===== src/rtl/truth_table_capture.sv =====
`timescale 1ns/1ps
// Truth-table scanner: steps a 4-input function block through every input
// vector, samples its output F after a settle delay and builds the table plus a minterm count.
module truth_table_capture #(
  parameter int WIDTH  = 4,
  parameter int SETTLE = 1
) (
  input  logic                    clk,
  input  logic                    rst,
  input  logic                    start,
  output logic [WIDTH-1:0]        abcd,
  input  logic                    f_in,
  output logic                    busy,
  output logic                    done,
  output logic [(1<<WIDTH)-1:0]   truth_table,
  output logic [WIDTH:0]          ones,
  output logic [1:0]              fsm_state
);

  localparam int              N      = 1 << WIDTH;
  localparam logic [WIDTH-1:0] LAST  = WIDTH'(N - 1);
  localparam logic [3:0]      SC_END = 4'(SETTLE);

  typedef enum logic [1:0] {
    IDLE = 2'd0,
    HOLD = 2'd1,
    DONE = 2'd2
  } state_t;

  state_t           state;
  state_t           state_nx;
  logic [WIDTH-1:0] idx;
  logic [3:0]       sc;
  logic             sample_now;
  logic             last_vec;

  // start is a level request sampled only in IDLE; there is no ready/ack,
  // a pulse seen in HOLD or DONE is simply dropped.
  assign sample_now = (state == HOLD) && (sc == SC_END);
  assign last_vec   = (idx == LAST);

  always_ff @(posedge clk or posedge rst) begin
    if (rst) begin
      state <= IDLE;
    end else begin
      state <= state_nx;
    end
  end

  always_comb begin
    state_nx = state;
    case (state)
      IDLE:    if (start) state_nx = HOLD;
      HOLD:    if (sample_now && last_vec) state_nx = DONE;
      DONE:    state_nx = IDLE;
      default: state_nx = IDLE;
    endcase
  end

  always_ff @(posedge clk or posedge rst) begin
    if (rst) begin
      idx         <= '0;
      sc          <= '0;
      truth_table <= '0;
      ones        <= '0;
    end else begin
      case (state)
        IDLE: begin
          if (start) begin
            idx         <= '0;
            sc          <= '0;
            truth_table <= '0;
            ones        <= '0;
          end
        end
        HOLD: begin
          if (sample_now) begin
            truth_table[idx] <= f_in;
            ones             <= ones + (WIDTH+1)'(f_in);
            // idx stays at the last vector on the terminal sample, never wrapping
            if (!last_vec) begin
              idx <= idx + 1'b1;
              sc  <= '0;
            end
          end else begin
            sc <= sc + 4'd1;
          end
        end
        DONE: begin
          idx <= '0;
          sc  <= '0;
        end
        default: begin
          idx <= '0;
          sc  <= '0;
        end
      endcase
    end
  end

  assign busy      = (state == HOLD);
  assign done      = (state == DONE);
  assign abcd      = (state == HOLD) ? idx : '0;
  assign fsm_state = state;

endmodule


===== config.mk =====
export PLATFORM = sky130hd
export DESIGN_NAME = truth_table_capture
export DESIGN_NICKNAME = d
export VERILOG_FILES = /design/src/rtl/truth_table_capture.sv
export SDC_FILE = /design/constraint.sdc
export NUM_CORES = 1
export LEC_CHECK = 0
export ABC_AREA = 1
export CAP_MARGIN = 15
export CORE_UTILIZATION = 52
export DETAILED_ROUTE_END_ITERATION = 16
export PLACE_DENSITY = 0.79
export SYNTH_ARGS = -nofsm -noshare
export SYNTH_HDL_FRONTEND = slang
export SYNTH_SLANG_ARGS = --single-unit
export TNS_END_PERCENT = 50

===== constraint.sdc =====
create_clock -name clk -period 1.7 [get_ports clk]
set_clock_uncertainty 0.05 [all_clocks]
set_input_delay 0.34 -clock clk [delete_from_list [all_inputs] [get_ports clk]]
set_output_delay 0.34 -clock clk [all_outputs]
set_load 0.1 [all_outputs]

# Word-level counts from Yosys, hierarchy flattened
# Cells that the tools add are included.
word_totals:
  ff_bits: 31
  input_bits: 4
  output_inout_bits: 29
classes:
  addsub: 3
  order_cmp: 2
  eq_ne: 9
  mux: 20
  reduce_logical: 9
ops:
  columns: ["op", "n"]
  rows:
  - ["$mux W16", 2]
  - ["$pmux W16 S2", 1]
  - ["$mux W4", 6]
  - ["$bwmux W16", 1]
  - ["$pmux W4 S2", 2]
  - ["$mux W5", 2]
  - ["$pmux W5 S2", 1]
  - ["$add A4 B1 Y4 const B", 2]
  - ["$reduce_and A3 Y1", 2]
  - ["$add A5 B1 Y5", 1]
  - ["$lt A4 B5 Y1 const B", 1]
  - ["$demux W1 S4", 1]
  - ["$eq A4 B1 Y1 const B", 1]
  - ["$eq A4 B4 Y1 const B", 1]
  - ["$ge A4 B1 Y1 const B", 1]
  - ["$mux W2", 2]
  - ["$ne A2 B1 Y1 const B", 2]
  - ["$ne A2 B2 Y1 const B", 2]
  - ["$pmux W2 S2", 1]
  - ["$reduce_and A2 Y1", 2]
  - ["$logic_and A1 B1 Y1", 3]
  - ["$ne A3 B3 Y1 const B", 1]
  - ["$eq A2 B1 Y1 const B", 1]
  - ["$eq A2 B2 Y1 const B", 1]
  - ["3 further kinds", 3]

# Depth between registers and ports, before layout
# Gate-level depths: netlist of the first run.
depth:
  word_depth: 7
  depth_mapped: 8
  ltp_nobuf: 8

# Worst setup path after synthesis of the first run
# No wires, ideal clock.
synth_timing:
  path_type: "reg2out"
  from: "reg state[0], in the netlist fsm_state[0]"
  to: "out abcd[0]"
  arrival_time_ps: 2649
  t_required_ps: 1310
  setup_slack_ps: -1339
  path_stages_with_launch: 4
  n_path_buf: 1
  cell_sequence: "dfrtp_1 -> nand2_1 -> buf_4 -> nor2_1"
synth_between:
  elab_chain_cells: 2
synth_rtl:
  columns: ["element", "line", "rtl"]
  rows:
  - ["from (decl)", "30", "state_t state;"]
  - ["from (signal assigned)", "46", "state <= state_nx;"]
  - ["$eq A2 B1 Y1", "103", "assign abcd = (state == HOLD) ? idx : '0;"]
  - ["$mux W4", "103", null]
  - ["to (decl)", "11", "output logic [WIDTH-1:0] abcd,"]
# No other way between the ends.

# Final worst setup path of the first run
layout_timing:
  from: "reg state[0], in the netlist fsm_state[0]"
  to: "out done"
layout_between:
  elab_chain_cells: 1
layout_rtl:
  columns: ["element", "line", "rtl"]
  rows:
  - ["$eq A2 B2 Y1", "102", "assign done = (state == DONE);"]
  - ["to (decl)", "14", "output logic done,"]
# No other way between the ends.

==> flow_metrics.py, run 1 <==
metrics = {
    "global_route": {
        "grt_pass1_vias": 1701,
        "grt_max_degree": 32,
        "grt_overflow_total": 0,
        "grt_pass1_wl_um": 7817,
        "antenna_found_initial": 0,
        "grt_usage_pct": 29.08,
    },
    "drt": {
        "vias": 1875,
        "ant_nets": 0,
        "drc": 0,
        "wl_um": 4867,
        "dr.first_iter.drc_count": 81,
        "dr.pass1.iters": 4,
        "viasPerCell": 5.282,
        "wl_per_cell_um": 13.71,
    },
    "sta": {
        "worst_slack_ps": -34.94,
        "fmaxAchievable_ghz": 0.5764,
        "whs_ps": 282.3,
        "finalSetupViolCount": 6,
        "period_share_pct": 102.1,
        "finalHoldViolCount": 0,
        "worst_slew_pin_slew_ps": 276.6,
        "slew-limit-headroom_pct": 81.56,
        "rsz0062_at_grt": "true",
        "maxSlewViolCount": 0,
        "fin_crit_ps": 1735,
    },
    "power_and_ir_drop": {
        "power.internal_mw": 2.289,
        "clkPwrFrac_pct": 12.9,
        "p_sw_share_pct": 52.24,
        "p_leak_nw": 1.397,
        "seq_power_share_pct": 26.3,
        "combPwrFrac_pct": 60.8,
        "p_per_area_mw_per_mm2": 1715,
        "peakVddDrop_uv": 1371,
        "p_sw_mw": 2.503,
    },
    "finish": {
        "antenna_cells": 0,
        "ff_latch_area_um2": 788.3,
        "multi_input_area_um2": 983.4,
        "final_net_count": 320,
        "drive_gt1_share_pct": 23.95,
        "layout.cells.non_filler": 355,
        "area_delta_synth_final_pct": 51.18,
        "n_fill_cell": 200,
    },
    "floorplanning": {
        "row_count": 21,
        "core_area_mm2": 0.003363,
        "die_area_mm2": 0.003796,
        "start_util_pct": 54.95,
        "ios": 33,
        "die_x_um": 61.62,
        "die_h_um": 61.62,
    },
    "clocking": {
        "cts_made_buffers": 5,
        "path_clk_slew_ps": 100,
        "clock_sinks": 31,
        "cts_buffer_depth": 2,
        "hold_buffers": 0,
        "cts_max_level": 2,
        "clk_latency_ps": 340,
        "cts_root_buf": "clkbuf_4",
        "cts_tree": "built",
    },
    "place": {
        "place_worst_setup_slack_ps": -102.7,
        "port_buffers": 32,
        "place.gp.congestion": 0.8095,
        "hpwl_um": 3427,
        "dp.cells": 338,
    },
    "yosys": {
        "synth_area_mm2": 0.001848,
        "ys_seq_area_share_pct": 41.98,
        "synthCells": 258,
        "synth_nets": 270,
        "yosys_register_bits": 31,
        "synth_top_cell_area_share_pct": 41.98,
        "synth_top_cell_by_area": "dfrtp_1",
        "syn_avg_cell_area_um2": 7.163,
        "synth.area.top_cells": "dfrtp_1 (42%), nand2_1 (20%), nand3_1 (8.4%)",
        "ys_warn_count": 0,
        "synthDistinctLibCells": 20,
    },
    "setup_path": {
        "endpoint_kind": "output pin",
        "arrival_ps": 1340,
        "path_max_fanout": 4,
        "ff2ff_setup_slack_ps": 50,
        "start_kind": "register",
        "critPathRequiredTime_ps": 1310,
        "path_class": "register to output pin",
    },
    "flow_run": {
        "max_cap_viol_count": 0,
    },
    "run_status": {
        "violations": "setup timing",
        "status": "finished with violations",
    },
    "hold_path": {
        "min_path_type": "input port to async pin",
    },
}
cell families after synthesis:
logic type	synth area share [%]
xor+xnor	0.9480
fa+ha+maj	5.417
buf+inv	7.718
flops	41.98
compound gates	4.604
simple gates	39.34
synth_stat cells (all sizes together):
cell type / instances
o21ai: 14
or2: 2
buf: 8
o21bai: 2
nor2: 33
nand3: 32
inv: 21
nand3b: 1
xor2: 2
nand2: 100
dfrtp: 31
ha: 8
nand4: 4
power by group through the flow:
stage / Sequential [mW] / Clock, mW / Combinational (mW)
global route: 1.30 / 0.655 / 3.10
floorplan: 1.98 / 0 / 1.15
finish: 1.26 / 0.618 / 2.91
CTS: 1.25 / 0.623 / 2.91
detailed placement: 1.27 / 0 / 2.89
global placement: 1.25 / 0 / 2.83
placed cells by master (no fill, tap or decap), types with 2 or more instances in the layout:
master	n
dfrtp_2	4
dfrtp_1	25
clkdlybuf4s50_1	3
ha_1	8
buf_4	15
nor2_1	26
o21bai_1	2
nor2_4	6
inv_1	19
nand3_1	31
xor2_1	2
buf_12	32
clkbuf_4	5
nand4_1	4
o21ai_0	14
dfrtp_4	2
nand2_1	98
or2_0	2
layer usage:
| layer | track usage (%) | up-vias | wire (um) |
|---|---|---|---|
| li1 | - | 918 | - |
| met1 | 35.95 | 863 | 1942 |
| met2 | 49.62 | 81 | 2490 |
| met3 | 6.933 | 13 | 320 |
| met4 | 10.16 | 0 | 114 |
| met5 | 0 | - | 0 |
state kept, by name, indices dropped and copies added (netlist names):
signal,cells
truth_table,16
ones,5
sc,4
idx,4
fsm_state,2
layout make-up:
type                       count  area share (%)
timing repair buffer          51           28.44
clock inverter                 2           1.254
multi-input combinational    198           35.20
tap                           46           2.060
clock buffer                   6           1.836
sequential                    31           28.21
inverter                      21           3.000
timing repair:
action / 4_1_cts / 5_1_grt
setup buffers: 4 / 5
pin swaps: 4 / 4
gates resized for setup: 4 / 1
endpoints found under the hold margin: 0 / 0
endpoints found under the setup margin: 5 / 10
worst paths after layout:
path                                        to          from  cells past startpoint
worst max-delay path                      done  fsm_state[0]                      3
max in group asynchronous               idx[2]           rst                      3
worst max register to register  truth_table[3]  fsm_state[1]                      8
worst min register to register           sc[1]         sc[1]                      2
min in group clk                         sc[1]         sc[1]                      2
worst min-delay path                   ones[2]           rst                      3
metrics by stage:
| stage | setup TNS [ps] | area (um^2) | total power, mW | utilization [%] |
|---|---|---|---|---|
| final | -135.0 | 2794 | 4.792 | 83.07 |
| after global routing | -414.5 | 2794 | 5.054 | 83.07 |
| after CTS | -208.9 | 2755 | 4.792 | 81.92 |
| after detailed placement | -115.1 | 2623 | 4.160 | 77.98 |
| after global placement | -17.79 | 2623 | 4.087 | 77.98 |
| after floorplan | -551.4 | 1916 | 3.131 | - |
worst max-delay path, stage by stage (launching register included):
cell and delay [ps]:
dfrtp_4 530, buf_4 170, nor2_4 120, buf_12 180
(Power assumes the default switching activity.)
==> run 2, diff against run 1 <==
--- a/config.mk
+++ b/config.mk
@@ -6,6 +6,7 @@
 export NUM_CORES = 1
 export LEC_CHECK = 0
 export ABC_AREA = 1
+export ABC_CLOCK_PERIOD_IN_PS = 1700
 export CAP_MARGIN = 15
 export CORE_UTILIZATION = 52
 export DETAILED_ROUTE_END_ITERATION = 16
==> results of run 2 <==
Final layout, timing and power as in run 1 (identical DEF).
